**config.mk**
```make
export PLATFORM = sky130hd
export DESIGN_NAME = mod_sub_resolve_flat
export DESIGN_NICKNAME = d
export VERILOG_FILES = /design/src/rtl/mod_sub_resolve_if.sv /design/src/rtl/mod_sub_resolve.sv /design/src/flat_wrapper.sv
export SDC_FILE = /design/constraint.sdc
export NUM_CORES = 1
export LEC_CHECK = 0
export ABC_CLOCK_PERIOD_IN_PS = 2600
export BUFFER_PORTS_ARGS = -buffer_cell sky130_fd_sc_hd__buf_2
export CAP_MARGIN = 20
export CORE_ASPECT_RATIO = 1.4
export CORE_MARGIN = 2
export CORE_UTILIZATION = 53
export CTS_CLUSTER_DIAMETER = 200
export DETAILED_ROUTE_END_ITERATION = 10
export PLACE_DENSITY = 0.92
export SLEW_MARGIN = 20
export SYNTH_ARGS = -nofsm -noshare
export SYNTH_HDL_FRONTEND = slang
export SYNTH_SLANG_ARGS = --single-unit
```
**constraint.sdc**
```tcl
create_clock -name clk -period 2.6 [get_ports clk]
set_input_delay 0.13 -clock clk [delete_from_list [all_inputs] [get_ports clk]]
set_output_delay 0.13 -clock clk [all_outputs]
set_load 0.005 [all_outputs]
```
**src/rtl/mod_sub_resolve_if.sv**
```systemverilog
// mod_sub_resolve_if
//
// Purpose:
//   Bundles the handshake and data signals of the stage-2 modular subtractor
//   resolver so that stage 1, the resolver and downstream logic share one bus.
//
// Modports:
//   master : the side that feeds stage-1 words and consumes resolved words
//            (drives in_valid/in_sign/in_result_A/in_result_B/out_ready/err_clr)
//   slave  : the resolver itself
//            (drives in_ready/out_valid/out_data/out_err/err_count)
//
// Parameters:
//   DATA_WIDTH    residue width
//   ERR_CNT_WIDTH width of the saturating fault counter

interface mod_sub_resolve_if #(
    parameter int DATA_WIDTH    = 18,
    parameter int ERR_CNT_WIDTH = 16
);
    logic                     in_valid;
    logic                     in_ready;
    logic                     in_sign;
    logic [DATA_WIDTH-1:0]    in_result_A;
    logic [DATA_WIDTH-1:0]    in_result_B;
    logic                     out_valid;
    logic                     out_ready;
    logic [DATA_WIDTH-1:0]    out_data;
    logic                     out_err;
    logic                     err_clr;
    logic [ERR_CNT_WIDTH-1:0] err_count;

    modport master (
        output in_valid, in_sign, in_result_A, in_result_B, out_ready, err_clr,
        input  in_ready, out_valid, out_data, out_err, err_count
    );

    modport slave (
        input  in_valid, in_sign, in_result_A, in_result_B, out_ready, err_clr,
        output in_ready, out_valid, out_data, out_err, err_count
    );
endinterface

```
**src/rtl/mod_sub_resolve.sv**
```systemverilog
// mod_sub_resolve
//
// Purpose:
//   Stage-2 resolver of the two-stage modular subtractor. Picks the canonical
//   residue from the stage-1 dual-result word, flags fault signatures, and
//   delivers {residue, fault} through a 2-entry valid/ready buffer so that
//   downstream backpressure never stalls stage 1 in the middle of a word.
//
// Ports:
//   clk          rising-edge clock
//   reset        asynchronous, active-high reset
//   bus (slave)  in_valid/in_ready/in_sign/in_result_A/in_result_B  stage-1 side
//                out_valid/out_ready/out_data/out_err                downstream side
//                err_clr/err_count                                   fault counter
//
// Parameters:
//   DATA_WIDTH    residue width (stage-1 raw difference is DATA_WIDTH+1 bits)
//   MODULUS       channel modulus, 1 < MODULUS < 2^DATA_WIDTH
//   ERR_CNT_WIDTH width of the saturating fault counter
//
// Build option:
//   MOD_SUB_CONSIST_CHECK_EN  when defined, also flags words whose two lanes
//                             do not differ by exactly MODULUS.

module mod_sub_resolve #(
    parameter int          DATA_WIDTH    = 18,
    parameter int unsigned MODULUS       = 177147,
    parameter int          ERR_CNT_WIDTH = 16
) (
    input logic              clk,
    input logic              reset,
    mod_sub_resolve_if.slave bus
);

    localparam logic [DATA_WIDTH-1:0] MOD_W = MODULUS[DATA_WIDTH-1:0];

    logic [DATA_WIDTH-1:0]    w_sel;
    logic                     w_range_fault;
    logic                     w_consist_fault;
    logic                     w_err;
    logic                     w_push;
    logic                     w_pop;
    logic [1:0]               w_count_next;

    logic [DATA_WIDTH-1:0]    r_mem_data [2];
    logic [1:0]               r_mem_err;
    logic                     r_wr_ptr;
    logic                     r_rd_ptr;
    logic [1:0]               r_count;
    logic                     r_in_ready;
    logic [ERR_CNT_WIDTH-1:0] r_err_count;

    // A negative raw difference means the modulus-corrected lane holds the residue.
    assign w_sel         = bus.in_sign ? bus.in_result_B : bus.in_result_A;
    assign w_range_fault = (w_sel >= MOD_W);

`ifdef MOD_SUB_CONSIST_CHECK_EN
    // Both lanes come from the same A-B, so they must differ by exactly the modulus.
    logic [DATA_WIDTH-1:0] w_lane_diff;
    assign w_lane_diff     = bus.in_result_B - bus.in_result_A;
    assign w_consist_fault = (w_lane_diff != MOD_W);
`else
    assign w_consist_fault = 1'b0;
`endif

    assign w_err  = w_range_fault | w_consist_fault;
    assign w_push = bus.in_valid && r_in_ready;
    assign w_pop  = (r_count != 2'd0) && bus.out_ready;

    // Next occupancy; push+pop together leaves it unchanged.
    always_comb begin
        w_count_next = r_count;
        case ({w_push, w_pop})
            2'b10:   w_count_next = r_count + 2'd1;
            2'b01:   w_count_next = r_count - 2'd1;
            default: w_count_next = r_count;
        endcase
    end

    // Storage: the write slot never equals the head slot while the buffer is
    // non-empty, so the presented head stays stable under backpressure.
    always_ff @(posedge clk or posedge reset) begin
        if (reset) begin
            r_mem_data[0] <= '0;
            r_mem_data[1] <= '0;
            r_mem_err     <= '0;
        end else if (w_push) begin
            r_mem_data[r_wr_ptr] <= w_sel;
            r_mem_err[r_wr_ptr]  <= w_err;
        end
    end

    // Pointers wrap naturally as 1-bit values; in_ready is registered from the
    // next occupancy so out_ready has no combinational path to in_ready.
    always_ff @(posedge clk or posedge reset) begin
        if (reset) begin
            r_wr_ptr   <= 1'b0;
            r_rd_ptr   <= 1'b0;
            r_count    <= 2'd0;
            r_in_ready <= 1'b1;
        end else begin
            if (w_push) r_wr_ptr <= ~r_wr_ptr;
            if (w_pop)  r_rd_ptr <= ~r_rd_ptr;
            r_count    <= w_count_next;
            r_in_ready <= (w_count_next < 2'd2);
        end
    end

    // Saturating fault counter; a clear wins over a same-cycle increment.
    always_ff @(posedge clk or posedge reset) begin
        if (reset) begin
            r_err_count <= '0;
        end else if (bus.err_clr) begin
            r_err_count <= '0;
        end else if (w_push && w_err && (r_err_count != '1)) begin
            r_err_count <= r_err_count + ERR_CNT_WIDTH'(1);
        end
    end

    assign bus.in_ready  = r_in_ready;
    assign bus.out_valid = (r_count != 2'd0);
    assign bus.out_data  = r_mem_data[r_rd_ptr];
    assign bus.out_err   = r_mem_err[r_rd_ptr];
    assign bus.err_count = r_err_count;

endmodule

```
**src/flat_wrapper.sv**
```systemverilog
// flat-port wrapper written by rule: the top's interface ports become plain ports
module mod_sub_resolve_flat 
#(
    parameter int          DATA_WIDTH    = 18,
    parameter int unsigned MODULUS       = 177147,
    parameter int          ERR_CNT_WIDTH = 16
)
  (clk, reset, bus_in_valid, bus_in_sign, bus_in_result_A, bus_in_result_B, bus_out_ready, bus_err_clr, bus_in_ready, bus_out_valid, bus_out_data, bus_out_err, bus_err_count);
  mod_sub_resolve_if #(.DATA_WIDTH(DATA_WIDTH), .ERR_CNT_WIDTH(ERR_CNT_WIDTH)) bus_i ();
  input logic clk;
  input logic reset;
  input wire logic [$bits(bus_i.in_valid)-1:0] bus_in_valid;
  input wire logic [$bits(bus_i.in_sign)-1:0] bus_in_sign;
  input wire logic [$bits(bus_i.in_result_A)-1:0] bus_in_result_A;
  input wire logic [$bits(bus_i.in_result_B)-1:0] bus_in_result_B;
  input wire logic [$bits(bus_i.out_ready)-1:0] bus_out_ready;
  input wire logic [$bits(bus_i.err_clr)-1:0] bus_err_clr;
  output wire logic [$bits(bus_i.in_ready)-1:0] bus_in_ready;
  output wire logic [$bits(bus_i.out_valid)-1:0] bus_out_valid;
  output wire logic [$bits(bus_i.out_data)-1:0] bus_out_data;
  output wire logic [$bits(bus_i.out_err)-1:0] bus_out_err;
  output wire logic [$bits(bus_i.err_count)-1:0] bus_err_count;
  assign bus_i.in_valid = bus_in_valid;
  assign bus_i.in_sign = bus_in_sign;
  assign bus_i.in_result_A = bus_in_result_A;
  assign bus_i.in_result_B = bus_in_result_B;
  assign bus_i.out_ready = bus_out_ready;
  assign bus_i.err_clr = bus_err_clr;
  assign bus_in_ready = bus_i.in_ready;
  assign bus_out_valid = bus_i.out_valid;
  assign bus_out_data = bus_i.out_data;
  assign bus_out_err = bus_i.out_err;
  assign bus_err_count = bus_i.err_count;
  mod_sub_resolve #(.DATA_WIDTH(DATA_WIDTH), .MODULUS(MODULUS), .ERR_CNT_WIDTH(ERR_CNT_WIDTH)) u_core (.clk(clk), .reset(reset), .bus(bus_i));
endmodule
```
[After elaboration in Yosys (flattened, before gate mapping)]
Cells that the tools add are included.
Cells by class
  add/sub/neg operators: 3
  magnitude comparators: 8
  equal/unequal tests: 3
  mux-type cells: 15
  bitwise logic cells: 4
  reduce and logical (&&, ||, !) cells: 8
Operators with widths (number)
  $mux W18: 5
  $bwmux W36: 1
  $mux W16: 2
  $demux W18 S1: 1
  $ge A18 B18 Y1 const B: 1
  $add A16 B1 Y16 const B: 1
  $ne A16 B16 Y1 const B: 1
  $logic_and A1 B1 Y1: 6
  $ge A2 B2 Y1 const B: 2
  $lt A1 B2 Y1 const B: 2
  $not A1 Y2: 2
  $pmux W2 S2: 1
  $reduce_bool A2 Y1: 2
  $mux W1: 3
  $add A2 B1 Y2 const B: 1
  $bwmux W2: 1
  $eq A2 B1 Y1 const B: 1
  $eq A2 B2 Y1 const B: 1
  $lt A2 B1 Y1 const B: 1
  $lt A2 B2 Y1 const B: 1
  $not A1 Y1: 2
  $sub A2 B1 Y2 const B: 1
  $demux W1 S1: 1
  $ge A1 B1 Y1 const B: 1
Word-level totals
  flip-flop bits (word level): 59
  input port bits: 42

[Logic depth before layout (Yosys ltp)]
Gate-level depths: netlist (run 1).
  depth in word-level cells: 6
  gate-level depth with buffers: 9
  mapped depth without buffers: 7

[Least setup slack after synthesis (run 1)]
Ideal clock, no wire load.
  kind: input -> register
  start: in bus_in_sign
  end: reg u_core.r_err_count[9] (netlist: u_core.bus.err_count[9])
  library setup time: 0.125 ns
  arrival: 1.875 ns
  data required time: 2.475 ns
  slack: 0.600 ns
  stages: 7
  buffers on the path: 1
  path through: nor3_1 a2bb2o_4 a2111o_1 and2_4 buf_6 nor4_1 mux2_2
On the way
  longest elaborated chain between the ends: 5
RTL lines
  from (decl): line flat_wrapper.sv:13  | input wire logic [$bits(bus_i.in_sign)-1:0] bus_in_sign;
  $mux W18: line mod_sub_resolve.sv:54  | assign w_sel = bus.in_sign ? bus.in_result_B : bus.in_result_A;
  $ge A18 B18 Y1: line mod_sub_resolve.sv:55  | assign w_range_fault = (w_sel >= MOD_W);
  $logic_and A1 B1 Y1 (2 in a row): line mod_sub_resolve.sv:115  | end else if (w_push && w_err && (r_err_count != '1)) begin
  $reduce_bool A2 Y1 (no line)
  to (signal assigned): line mod_sub_resolve.sv:116  | r_err_count <= r_err_count + ERR_CNT_WIDTH'(1);
  to (decl): line mod_sub_resolve.sv:51  | logic [ERR_CNT_WIDTH-1:0] r_err_count;
No other way between the ends.
A chain may end at the register's enable or synchronous reset.

[Worst setup path in the final report (run 1)]
  start: in bus_in_sign
  end: reg u_core.r_err_count[10] (netlist: u_core.bus.err_count[10])
The elaborated chain is that of the path after synthesis.

==> results.md, run 1 <==
* Worst Setup Path Type: input pin to flop
* Detail-routed net length per standard cell at 16.2 um
* Number of flip-flops and latches in the synthesized netlist at 59
* RSZ-0062 raised after global routing: false
* Routed Antenna Nets at 0
* Number of setup buffers added after CTS at 0
* Hold Fails Final Rpt at 0
* CP max-delay cell: sky130_fd_sc_hd__a2111o_1
* Std cell rows at 33
* Number of flops mapped to enable cells by yosys at 0
* CP bufs+invs at 2
* Max Clock Skew at 6.19 ps
* Setup slack after placement at 72.0 ps
* Top flip-flop cell by instance count after synthesis: sky130_fd_sc_hd__dfrtp_1
* Post-cts hold buffer count at 0
* Leakage power summed over all cells at 1.84 nW
* Port Buffer Count at 78
* Max incr delay on CP at 370 ps
* Number of buffers on the longest clock path at 2
* Multiplexer share of the synthesized area at 14.9%
* H-tree depth reported by CTS at 3
* Final RePlAce weighted congestion at 0.807
* Final WS setup at 404 ps
* Post-layout utilization of the core at 65.6%
* All-Layer GR Usage at 24.8%
* Final-report max-slew violation count at 0
* Cell type group with the largest total delay on the critical path: simple AND/OR/NAND/NOR gates
* Number of fillers in the final layout at 489
* Number of global-route vias before repair at 2581
* Largest family of logic cells by synthesized area: simple AND/OR/NAND/NOR gates
* Most common cell after layout, fill and taps aside: sky130_fd_sc_hd__buf_2
* Global-route wire length before repair at 11800 um
* Final setup violating endpoints at 0
* Run status: finished clean
* Worst EP required at 2810 ps
* Synthesized net count at 359
* Transition time at the pin with the least slew margin at 755 ps
* Post-detailed-routing wire length at 7580 um
* R2R Path Start: u_core.bus.err_count[0]
* Setup_tns at 0 ps
* Num CTS Buffers at 9
* Fraction of layout cells with a size suffix above 1 at 34.6%
* Area added between synthesis and finish at 22.1%
* Compound-gate portion of the synthesized area at 12.2%
* Residual DRC at 0
* Netlist area before placement at 0.00311 mm2
* Launching element type of the critical path: input pin
* Maximum clock rate at 0.455 GHz
* Gr ovfl total at 0
* Antenna violations before repair at 0
* Critical path startpoint: bus_in_sign
* Cell count after synthesis at 315
* Synth Area per Inst at 9.87 um2
* Min cycle time layout at 2200 ps
* Sum of internal, switching and leakage power at 0.00351 W
* Insertion delay to the later sink of the worst-skew pair at 330 ps
* Number of distinct standard cells referenced by the synthesized netlist at 47
* Proportion of synthesized flip-flops having asynchronous set or reset at 100%
* Detailed router's first-iteration violation count at 203
* Detailed-route via count at 2723
* Clock tree from TritonCTS: yes
* Die outline area at 0.00650 mm2
* Post-detailed-placement half-perimeter wirelength at 5530 um
* Clock transition at the registers of the reported paths at 70 ps
* Chip height at 94.6 um
* Max-slew headroom at the worst pin at 49.4%
* Simple logic cell fraction of the synthesized area at 19.7%
* Worst vdd ir at 0.419 mV
* Starting density of the core at 53.8%
* Horizontal die dimension at 68.7 um
* Max-cap violations at 0
* Hold WC Path Type: input pin to asynchronous set/reset pin
* Sequence of cells on the critical path: buf_2 > buf_4 > nor3_1 > o221ai_1 > a2111o_1 > and2_4 > nor4_1 > mux2_2
* Synth Warn # at 0
* Most frequent cells in the layout: sky130_fd_sc_hd__buf_2 (78), sky130_fd_sc_hd__dfrtp_1 (58), sky130_fd_sc_hd__nand2_1 (45)
* Xor/xnor cell area share of the yosys netlist at 1.69%
* Portion of the clock cycle consumed by the worst path in the final layout at 84.5%
* Number of top-level pins at 79
* Largest fanout on the critical path at 21
* Hold slack at 8.45 ps
* Final layout net count at 439
* Antenna fix cells at 0
* Largest net degree at the start of global routing at 60
* Num Clock Sinks at 59
* First-pass DRT Iterations at 4
* Area of the core region at 0.00578 mm2
* Vias/cell at 5.81
* Data arrival time of the critical path at 2400 ps
* Post-Synth Adder-Cell Area at 0.805%
* Number of instances resized during post-cts repair at 0
* Sequential element share of the synthesized area at 47.5%
* Capturing element type of the critical path: flop
* Root Driver: sky130_fd_sc_hd__clkbuf_8
* Areal power density over the cells at 924 mW/mm2
[worst reg2reg max path, stage by stage (launching register included)]
cell	delay (ps)
sky130_fd_sc_hd__dfrtp_1	460
sky130_fd_sc_hd__ha_1	270
sky130_fd_sc_hd__nand3_1	140
sky130_fd_sc_hd__buf_4	150
sky130_fd_sc_hd__o2111ai_1	180
sky130_fd_sc_hd__a211oi_1	390
sky130_fd_sc_hd__nand3_1	150
sky130_fd_sc_hd__mux2_2	280
[cell type report]
class	instances	area [um2]	share of cell area [%]
Multi-Input combinational cell	234	1540	40.5
Sequential cell	59	1480	39.0
Timing Repair Buffer	88	465	12.3
Clock buffer	10	138	3.63
Tap cell	70	87.6	2.31
Clock inverter	5	77.6	2.04
Inverter	3	11.3	0.297
[routing by layer]
| layer | wire length (um) | part of all wire [%] | vias up | global-route usage (%) |
|---|---|---|---|---|
| li1 | - | - | 1285 | - |
| met1 | 2900 | 38 | 1317 | 28.4 |
| met2 | 3920 | 52 | 100 | 41.1 |
| met3 | 517 | 6.8 | 21 | 6.44 |
| met4 | 252 | 3.3 | 0 | 13.6 |
| met5 | 0 | 0 | - | 0 |
[cell families (layout without fill, tap and decap cells)]
family	count (synthesis)	in the layout
xor gates and xnor gates	6	6
muxes	43	43
adders and majority gates	2	2
DFF	59	59
AOI/OAI and AO/OA	64	64
and+or+nand+nor	119	119
buffers and inverters	22	106
[synth_stat cells, types with 2 or more instances]
master	instances	area, um2
sky130_fd_sc_hd__nor2b_1	8	50.1
sky130_fd_sc_hd__clkbuf_1	15	56.3
sky130_fd_sc_hd__nor3_1	7	35.0
sky130_fd_sc_hd__nand3b_1	2	15.0
sky130_fd_sc_hd__inv_1	2	7.51
sky130_fd_sc_hd__nor4_1	3	18.8
sky130_fd_sc_hd__nand2_1	45	169
sky130_fd_sc_hd__mux2i_1	16	160
sky130_fd_sc_hd__o21ai_0	43	215
sky130_fd_sc_hd__and4_1	2	17.5
sky130_fd_sc_hd__and2_1	3	18.8
sky130_fd_sc_hd__dfrtp_1	58	1450
sky130_fd_sc_hd__xnor2_1	4	35.0
sky130_fd_sc_hd__and3_1	3	18.8
sky130_fd_sc_hd__nor2_1	14	52.6
sky130_fd_sc_hd__mux2_2	27	304
sky130_fd_sc_hd__nor3b_2	2	25.0
sky130_fd_sc_hd__nand3_1	8	40.0
sky130_fd_sc_hd__nand4_1	8	50.1
sky130_fd_sc_hd__o31ai_1	3	22.5
sky130_fd_sc_hd__ha_1	2	25.0
sky130_fd_sc_hd__a21oi_1	7	35.0
sky130_fd_sc_hd__or4_1	2	15.0
sky130_fd_sc_hd__xor2_1	2	17.5
sky130_fd_sc_hd__a211oi_1	2	15.0
sky130_fd_sc_hd__buf_6	2	22.5
sky130_fd_sc_hd__or3_1	4	25.0
sky130_fd_sc_hd__nand2b_1	2	12.5
[final timing paths]
check / slack [ps] / endpoint / cells after the start
worst max-delay path: 400 / u_core.bus.err_count[10] / 8
worst min-delay path: 8 / u_core.r_mem_data[29] / 3
worst max register to register: 470 / u_core.bus.err_count[13] / 7
worst min register to register: 480 / u_core.r_mem_err[1] / 2
max in group asynchronous: 2090 / u_core.bus.err_count[9] / 3
min in group clk: 130 / u_core.r_mem_data[7] / 3
[sequential cells by signal (all words and copies together), names as in the netlist]
register / flops
u_core.r_mem_data: 36
u_core.bus.err_count: 16
u_core.r_count: 2
u_core.r_mem_err: 2
u_core.bus.in_ready: 1
u_core.r_rd_ptr: 1
u_core.r_wr_ptr: 1
[through the flow]
stage / cell area, um2 / instances
after floorplan: 3110 / 315
after global placement: 3570 / 454
after detailed placement: 3580 / 454
after CTS: 3790 / 469
after global routing: 3790 / 469
final: 3790 / 469
[report_power, final]
part           total (W)  internal, W  switching [W]
Clock           0.000911     0.000557       0.000354
Sequential       0.00144      0.00124       0.000201
Combinational    0.00115     0.000571       0.000584
Total            0.00351      0.00237        0.00114
Note: power is estimated with default switching activity, not from simulation.
==> run 2: changes to the inputs <==
--- a/config.mk
+++ b/config.mk
@@ -5,7 +5,7 @@
 export SDC_FILE = /design/constraint.sdc
 export NUM_CORES = 1
 export LEC_CHECK = 0
-export ABC_CLOCK_PERIOD_IN_PS = 2600
+export ABC_CLOCK_PERIOD_IN_PS = 2240
 export BUFFER_PORTS_ARGS = -buffer_cell sky130_fd_sc_hd__buf_2
 export CAP_MARGIN = 20
 export CORE_ASPECT_RATIO = 1.4
==> constraint.sdc (replaced) <==
create_clock -name clk -period 2.24 [get_ports clk]
set_input_delay 0.112 -clock clk [delete_from_list [all_inputs] [get_ports clk]]
set_output_delay 0.112 -clock clk [all_outputs]
set_load 0.005 [all_outputs]
==> run 2 against run 1 <==
Net effect: worst setup slack worse by 130 ps; sequential power grew 12%; clock-buffer cell count rose by 1; hold slack improved by 89 ps; cell area up 2.2%; combinational power grew 20%; power increased by 13%; non-clock buffer count up 12; die area is the same; cell count increased by 2.8%; first-iteration DRC count fell by 2.0%; flip-flop and latch count unchanged.
==> results.md, run 2 (synthesized netlist as in run 1, its figures left out) <==
* Launching element type of the critical path: flop
* Num Clock Sinks at 59
* Worst vdd ir at 0.454 mV
* Worst Setup Path Type: flop to flop
* Antenna fix cells at 0
* Area added between synthesis and finish at 24.8%
* H-tree depth reported by CTS at 3
* Max-slew headroom at the worst pin at 50.2%
* Min cycle time layout at 1970 ps
* Cell-internal power at 0.00265 W
* Detail-routed net length per standard cell at 15.7 um
* Post-detailed-routing wire length at 7570 um
* Setup_tns at 0 ps
* Post-detailed-placement cell area at 0.00367 mm2
* Insertion delay to the later sink of the worst-skew pair at 340 ps
* Starting density of the core at 53.8%
* Largest net degree at the start of global routing at 60
* Detailed router's first-iteration violation count at 199
* Portion of the clock cycle consumed by the worst path in the final layout at 87.7%
* Post-detailed-placement half-perimeter wirelength at 5470 um
* Global-route wire length before repair at 12100 um
* Most frequent cells in the layout: sky130_fd_sc_hd__buf_2 (78), sky130_fd_sc_hd__dfrtp_1 (58), sky130_fd_sc_hd__nand2_1 (45)
* Clock Power Share at 24.4%
* Clock transition at the registers of the reported paths at 60 ps
* Final-report max-slew violation count at 0
* Area of the core region at 0.00578 mm2
* Routed Antenna Nets at 0
* Root Driver: sky130_fd_sc_hd__clkbuf_8
* First-pass DRT Iterations at 4
* Logic gate share of total power at 34.7%
* Fraction of layout cells with a size suffix above 1 at 36.2%
* Vias/cell at 5.70
* Capturing element type of the critical path: flop
* Final layout net count at 451
* Hold WC Path Type: input pin to flop
* Number of top-level pins at 79
* Most common cell after layout, fill and taps aside: sky130_fd_sc_hd__buf_2
* Hold slack at 97.9 ps
* Max-cap violations at 0
* All-Layer GR Usage at 24.9%
* Number of instances resized during post-cts repair at 0
* Sw power at 0.00132 W
* Register-to-register setup slack at 270 ps
* Max Clock Skew at 5.72 ps
* Largest Register: u_core.r_mem_data
* Residual DRC at 0
* Maximum clock rate at 0.509 GHz
* Final RePlAce weighted congestion at 0.865
* Die outline area at 0.00650 mm2
* RSZ-0062 raised after global routing: false
* Areal power density over the cells at 1020 mW/mm2
* Number of global-route vias before repair at 2708
* Largest register FFs at 36
* Clock tree from TritonCTS: yes
* Final std cell area, no fill at 0.00388 mm2
* Antenna violations before repair at 0
* Reg power frac at 40.9%
* Num CTS Buffers at 9
* Detailed-route via count at 2745
* Switching part of the total power at 33.2%
* Horizontal die dimension at 68.7 um
* Data arrival time of the critical path at 2190 ps
* Transition time at the pin with the least slew margin at 743 ps
* Gr ovfl total at 0
* Hold Fails Final Rpt at 0
* Chip height at 94.6 um
* Largest fanout on the critical path at 14
* Sum of internal, switching and leakage power at 0.00397 W
* Std cell rows at 33
* Port Buffer Count at 78
* Run status: finished clean
* Worst EP required at 2460 ps
* Leakage power summed over all cells at 1.89 nW
* Number of buffers on the longest clock path at 2
* Final setup violating endpoints at 0
[run 2: cell count changes in the layout (fill, tap and decap cells not counted), sizes merged]
| cell | before | now |
|---|---|---|
| dlygate4sd3 | 0 | 1 |
| clkinv | 3 | 4 |
| buf | 88 | 99 |
| clkbuf | 10 | 11 |
| bufinv | 2 | 1 |
[run 2: repair_timing]
action / in CTS / in global routing
hold buffers: 1 / 0
endpoints found under the hold margin: 58 / 0
buffers inserted: 0 / 0
[run 2: per-stage QoR]
stage	util (%)	cells	worst slack, ps
2_1_floorplan	-	315	258
3_3_place_gp	63.5	465	26.3
3_5_place_dp	63.5	465	-45.3
4_1_cts	67.1	482	304
5_1_grt	67.1	482	135
6_report	67.1	482	274
[run 2: layer usage]
layer  GRT usage (%)  share of wire, %  vias up  routed length [um]
li1                -                 -     1302                   -
met1            28.4                38     1320                2890
met2            42.9                53      110                3980
met3            7.63               7.6       13                 578
met4            8.99               1.5        0                 110
met5               0                 0        -                   0
[run 2: path summary, 6_finish.rpt]
check                                          end  cells past startpoint                    start
max                        u_core.bus.err_count[3]                      5  u_core.bus.err_count[7]
min reg2reg                        u_core.r_rd_ptr                      1          u_core.r_rd_ptr
min                                u_core.r_rd_ptr                      3            bus_out_ready
max reg2reg                u_core.bus.err_count[3]                      5  u_core.bus.err_count[7]
min in group asynchronous        u_core.r_count[1]                      4                    reset
max in group asynchronous      u_core.bus.in_ready                      4                    reset
[run 2: critical path, stage by stage, from the launching register on]
cell and delay, ps:
sky130_fd_sc_hd__dfrtp_1 420, sky130_fd_sc_hd__and4_1 260, sky130_fd_sc_hd__nand2_1 90, sky130_fd_sc_hd__nor3_2 640, sky130_fd_sc_hd__nor3_1 130, sky130_fd_sc_hd__mux2_2 300
[run 2: power groups by stage]
stage          Combinational, W  Sequential [W]  Clock [W]
2_1_floorplan          0.000898         0.00159          0
3_3_place_gp            0.00134         0.00161          0
3_5_place_dp            0.00139         0.00164          0
4_1_cts                 0.00140         0.00162   0.000987
5_1_grt                 0.00154         0.00167    0.00103
6_report                0.00138         0.00162   0.000969
[run 2: cell type report]
class	count	area, um2
Fill cell	450	1900
Sequential cell	59	1480
Tap cell	70	87.6
Clock buffer	11	141
Clock inverter	5	52.6
Multi-Input combinational cell	234	1540
Timing Repair Buffer	100	571
Inverter	3	11.3
